`src/rtl/freq_meas_ctrl.sv`:
```
// Gate-window frequency counter controller: count edges, latch, start BCD conversion, publish.
// Optional macro FMC_OVF_SAT_EN saturates the count at 9999 and reports oOverflow.
module freq_meas_ctrl #(
  parameter int unsigned GATE_CYCLES = 50000000,
  parameter int unsigned CNT_W       = 16,
  parameter int unsigned CONV_TMO    = 64
) (
  input  logic             iClk,
  input  logic             iRst,
  input  logic             iEn,
  input  logic             iEdge,
  input  logic             iConvDone,
  output logic             oGate,
  output logic [CNT_W-1:0] oCount,
  output logic             oConvStart,
  output logic             oValid,
  output logic             oOverflow,
  output logic             oErr,
  output logic [2:0]       oState
);

  localparam logic [2:0] IDLE    = 3'd0;
  localparam logic [2:0] CLEAR   = 3'd1;
  localparam logic [2:0] GATE    = 3'd2;
  localparam logic [2:0] LATCH   = 3'd3;
  localparam logic [2:0] CONVERT = 3'd4;

  localparam int unsigned TMO_W = $clog2(CONV_TMO + 1);
  localparam logic [31:0] GATE_LAST = 32'(GATE_CYCLES - 1);
  localparam logic [TMO_W-1:0] TMO_LAST = TMO_W'(CONV_TMO - 1);

  logic [2:0]       state;
  logic [2:0]       stateNext;
  logic [31:0]      gateTmr;
  logic [CNT_W-1:0] edgeCnt;
  logic [CNT_W-1:0] cntNext;
  logic             ovfSeen;
  logic             ovfNext;
  logic [TMO_W-1:0] tmoCnt;
  logic             gateLast;
  logic             convTmo;

  assign gateLast = (gateTmr == GATE_LAST);
  assign convTmo  = (tmoCnt == TMO_LAST);
  assign oState   = state;

  // Converter handshake: oConvStart is a one-cycle request issued in LATCH with oCount
  // already stable; iConvDone is a one-cycle acknowledge honoured only in CONVERT.
  always_comb begin
    stateNext = state;
    case (state)
      IDLE:    if (iEn) stateNext = CLEAR;
      CLEAR:   stateNext = GATE;
      GATE:    if (gateLast) stateNext = LATCH;
      LATCH:   stateNext = CONVERT;
      CONVERT: if (iConvDone || convTmo) stateNext = iEn ? CLEAR : IDLE;
      default: stateNext = IDLE;
    endcase
  end

`ifdef FMC_OVF_SAT_EN
  localparam logic [CNT_W-1:0] SAT_MAX = CNT_W'(9999);

  always_comb begin
    cntNext = edgeCnt;
    ovfNext = ovfSeen;
    if (iEdge) begin
      if (edgeCnt == SAT_MAX) ovfNext = 1'b1;
      else                    cntNext = edgeCnt + CNT_W'(1);
    end
  end
`else
  // Wrapping counter; ovfSeen is never set so oOverflow stays 0.
  always_comb begin
    cntNext = iEdge ? edgeCnt + CNT_W'(1) : edgeCnt;
    ovfNext = ovfSeen;
  end
`endif

  // The last gate cycle's edge is folded in via cntNext so oCount is valid during LATCH.
  always_ff @(posedge iClk or negedge iRst) begin
    if (!iRst) begin
      state      <= IDLE;
      gateTmr    <= '0;
      edgeCnt    <= '0;
      ovfSeen    <= 1'b0;
      tmoCnt     <= '0;
      oCount     <= '0;
      oGate      <= 1'b0;
      oConvStart <= 1'b0;
      oValid     <= 1'b0;
      oOverflow  <= 1'b0;
      oErr       <= 1'b0;
    end else begin
      state      <= stateNext;
      oGate      <= (stateNext == GATE);
      oConvStart <= (stateNext == LATCH);
      oValid     <= (state == CONVERT) && iConvDone;
      case (state)
        CLEAR: begin
          edgeCnt <= '0;
          ovfSeen <= 1'b0;
          gateTmr <= '0;
        end
        GATE: begin
          edgeCnt <= cntNext;
          ovfSeen <= ovfNext;
          gateTmr <= gateTmr + 32'd1;
          if (gateLast) begin
            oCount    <= cntNext;
            oOverflow <= ovfNext;
          end
        end
        LATCH: tmoCnt <= '0;
        CONVERT: begin
          tmoCnt <= tmoCnt + TMO_W'(1);
          if (convTmo && !iConvDone) oErr <= 1'b1;
        end
        default: ;
      endcase
    end
  end

endmodule

```
`config.mk`:
```
export PLATFORM = sky130hd
export DESIGN_NAME = freq_meas_ctrl
export DESIGN_NICKNAME = d
export VERILOG_FILES = /design/src/rtl/freq_meas_ctrl.sv
export SDC_FILE = /design/constraint.sdc
export NUM_CORES = 1
export LEC_CHECK = 0
export BUFFER_PORTS_ARGS = -buffer_cell sky130_fd_sc_hd__buf_2
export CAP_MARGIN = 20
export CELL_PAD_IN_SITES_DETAIL_PLACEMENT = 1
export CELL_PAD_IN_SITES_GLOBAL_PLACEMENT = 2
export CORE_ASPECT_RATIO = 0.9
export CORE_MARGIN = 3
export CORE_UTILIZATION = 38
export CTS_CLUSTER_SIZE = 25
export DETAILED_ROUTE_END_ITERATION = 10
export HOLD_SLACK_MARGIN = 0.05
export PLACE_DENSITY_LB_ADDON = 0.1
export REMOVE_ABC_BUFFERS = 1
export SLEW_MARGIN = 20
export SYNTH_ARGS = -nofsm -noshare
export SYNTH_HDL_FRONTEND = slang
export SYNTH_SLANG_ARGS = --single-unit
export TNS_END_PERCENT = 10
```
`constraint.sdc`:
```
create_clock -name iClk -period 2.9 [get_ports iClk]
set_input_delay 0.58 -clock iClk [delete_from_list [all_inputs] [get_ports iClk]]
set_output_delay 0.58 -clock iClk [all_outputs]
set_load 0.05 [all_outputs]
```
==> flow_metrics.py <==
metrics = {
    "pwr": {
        "switching_power_w": 0.000984,
        "intPower_w": 0.00171,
        "p_seq_frac": 0.458,
        "p_sw_frac": 0.366,
        "clock_power_share": 0.270,
        "ir_drop_mv": 0.280,
        "p_per_area_nw_per_um2": 623,
        "p_leak_nw": 1.93,
        "p_comb_frac": 0.272,
    },
    "layout": {
        "utilization": 0.443,
        "fin_nets": 431,
        "n_antenna_cell": 0,
        "area_growth_pct": 12.5,
        "layout_common_cells": "dfrtp_1 (78), nand2_1 (48), nand3_1 (35), o21ai_0 (35), buf_2 (26)",
        "layout_commonest_cell": "dfrtp_1",
        "final_layout_size_suffix_gt1_frac": 0.150,
        "fill_cells": 1123,
    },
    "timing": {
        "finalHoldViolCount": 0,
        "setup_viol": 0,
        "fmax_ghz": 0.410,
        "rsz0062_at_grt": "no",
        "slew_headroom": 0.525,
        "skew_ns": 0.0102,
        "fin_hold_ws_ns": 0.275,
        "slew_viol_final": 0,
        "period_needed_ns": 2.44,
        "finalCritPeriodShare": 0.842,
        "tightest_slew_ns": 0.707,
    },
    "die": {
        "die_area_um2": 11300,
        "coreArea_um2": 9740,
        "fp.dieW_um": 112,
        "rows": 34,
        "initial_utilization": 0.394,
        "die_y_um": 101,
        "ios": 29,
    },
    "clock_network": {
        "clkLatencyLatePin_ns": 0.35,
        "postCtsSetupRepairBufs": 0,
        "hold_buffers": 0,
        "cts_tree": "done",
        "clockBufferDepth": 2,
        "cts_root_buf": "clkbuf_8",
        "htreeDepth": 3,
        "cts_made_buffers": 9,
        "clock_sinks": 78,
        "cts_resized": 0,
        "clk_transition_reported_paths_ns": 0.08,
    },
    "hold_path": {
        "holdCritPathClass": "primary input to async pin",
    },
    "global_routing": {
        "overflow": 0,
        "grt_use_total": 0.180,
        "grt_pass1_vias": 3175,
        "grt_max_degree": 50,
        "antenna_found_initial": 0,
        "grt_pass1_wl_mm": 16.3,
    },
    "routing": {
        "drc": 0,
        "via_per_inst": 5.53,
        "dr.pass1.iters": 4,
        "routed_wirelength_mm": 9.42,
        "num_vias": 3062,
        "wl_per_cell_um": 17.0,
        "drtAntennaViolNets": 0,
        "drt_iter0_markers": 202,
    },
    "worst_setup_path": {
        "crit_path_cell_trace": "or3b_1, nor4_4, inv_2, nor3_4, buf_4, mux2_2",
        "path_buf_inv": 2,
        "crit_required_ns": 3.13,
        "crit_fanout": 18,
        "critPathKind": "flip-flop to flip-flop",
        "reg2regPathDepth": 6,
        "rrSetupSlack_ns": 0.46,
        "critPathLaunchType": "flip-flop",
        "path_delay_family": "simple AND/OR/NAND/NOR gates",
        "reg2reg_to": "oCount[1]",
        "critical_path_arrival_ns": 2.67,
        "cp_slowest_stage_delay_ns": 0.59,
        "r2r-start": "oState[0]",
        "crit_path_end_kind": "flip-flop",
        "slowest_stage": "or3b_1",
    },
    "synthesis": {
        "avgSynthCellArea_um2": 9.83,
        "synth_cell_type_count": 44,
        "syn_area_um2": 3830,
        "ys_ff_latch": 78,
        "yosysTopAreaCell": "dfrtp_1",
        "synth_edf_count": 0,
        "dominantRegCellSynth": "dfrtp_1",
        "async_flop_share": 1.00,
        "netlist_instances": 390,
        "synth_area_leaders": "dfrtp_1 (51%), nand2_1 (4.7%), nand3_1 (4.6%)",
        "yosysWarnings": 0,
        "ys_seq_area_frac": 0.509,
        "synth_top_area_frac": 0.509,
    },
    "flow_run": {
        "drv_cap": 0,
    },
    "placement": {
        "dpl.hpwl_mm": 6.56,
        "numPortBuffers": 27,
        "place_congestion": 0.719,
    },
    "run_status": {
        "status": "complete, no violations",
    },
}
through the flow:
stage	setup WS (ns)	power (W)	setup TNS (ns)	cells	cell area, µm²
global route	0.303	0.00287	0	554	4320
floorplan	-0.190	0.00170	-2.68	374	3760
CTS	0.432	0.00273	0	554	4320
detailed placement	0.433	0.00200	0	538	4150
global placement	0.522	0.00197	0	538	4150
finish	0.459	0.00269	0	554	4320
layer usage:
metal | GRT usage | wire [µm] | vias to the layer above
li1 | - | - | 1485
met1 | 0.260 | 4830 | 1535
met2 | 0.272 | 4190 | 32
met3 | 0.0418 | 295 | 10
met4 | 0.0505 | 99 | 0
met5 | 0 | 0 | -
flip-flops by register name, indices dropped and copies added (netlist names):
| name | count |
|---|---|
| edgeCnt | 16 |
| gateTmr | 32 |
| oConvStart | 1 |
| oCount | 16 |
| oErr | 1 |
| oGate | 1 |
| oState | 3 |
| oValid | 1 |
| tmoCnt | 7 |
cell type report:
type,instances,area (µm²),area share
Clock buffer,15,156,0.0362
Clock inverter,1,5.00,0.00116
Inverter,11,41.3,0.00957
Multi-Input combinational cell,285,1770,0.410
Sequential cell,78,1950,0.452
Tap cell,126,158,0.0365
Timing Repair Buffer,38,233,0.0539
cell usage after synthesis, types with 2 or more instances:
cell type   n
a21o_1      2
a21oi_1    16
a311oi_1    2
a31oi_1     2
and2_1      2
and3_1      7
buf_1       2
clkbuf_1   12
dfrtp_1    78
ha_1        3
inv_1      10
mux2_1      7
mux2_2      9
mux2i_1     9
nand2_1    48
nand3_1    35
nand4_1    12
nor2_1     18
nor3_1      7
nor4_1      8
nor4b_1     3
o211ai_1    8
o21ai_0    35
o22ai_1     4
o31ai_1    15
or3b_2      2
xnor2_1    13
xor2_1      5
worst max-delay path by stage:
stage | startpoint | end | slack, ns | cells after the start
finish | oState[0] | oCount[1] | 0.46 | 6
CTS | oState[0] | oCount[1] | 0.43 | 6
detailed placement | oState[0] | oCount[1] | 0.43 | 6
global placement | oState[0] | oCount[0] | 0.52 | 6
floorplan | oState[2] | oCount[0] | -0.19 | 5
global route | oState[0] | gateTmr[17] | 0.30 | 5
worst register-to-register path: cells and delay by family, from the launching register on:
kind,cells,cell delay (ns)
DFF,1,0.43
and+or+nand+nor,3,1.15
buffers and inverters,2,0.36
muxes,1,0.39
logic make-up after synthesis:
group / share of synthesized area
other cells: 0.000978
mux: 0.0705
simple gates: 0.198
flops: 0.509
fa+ha+maj: 0.00979
buf+inv: 0.0294
xor+xnor: 0.0411
compound gates: 0.141
power groups by stage:
stage	Combinational [W]	Sequential [W]	Clock, W
2_1_floorplan	0.000369	0.00133	0
3_3_place_gp	0.000727	0.00125	0
3_5_place_dp	0.000743	0.00125	0
4_1_cts	0.000745	0.00123	0.000757
5_1_grt	0.000823	0.00124	0.000806
6_report	0.000732	0.00123	0.000726
(Power assumes the default switching activity.)
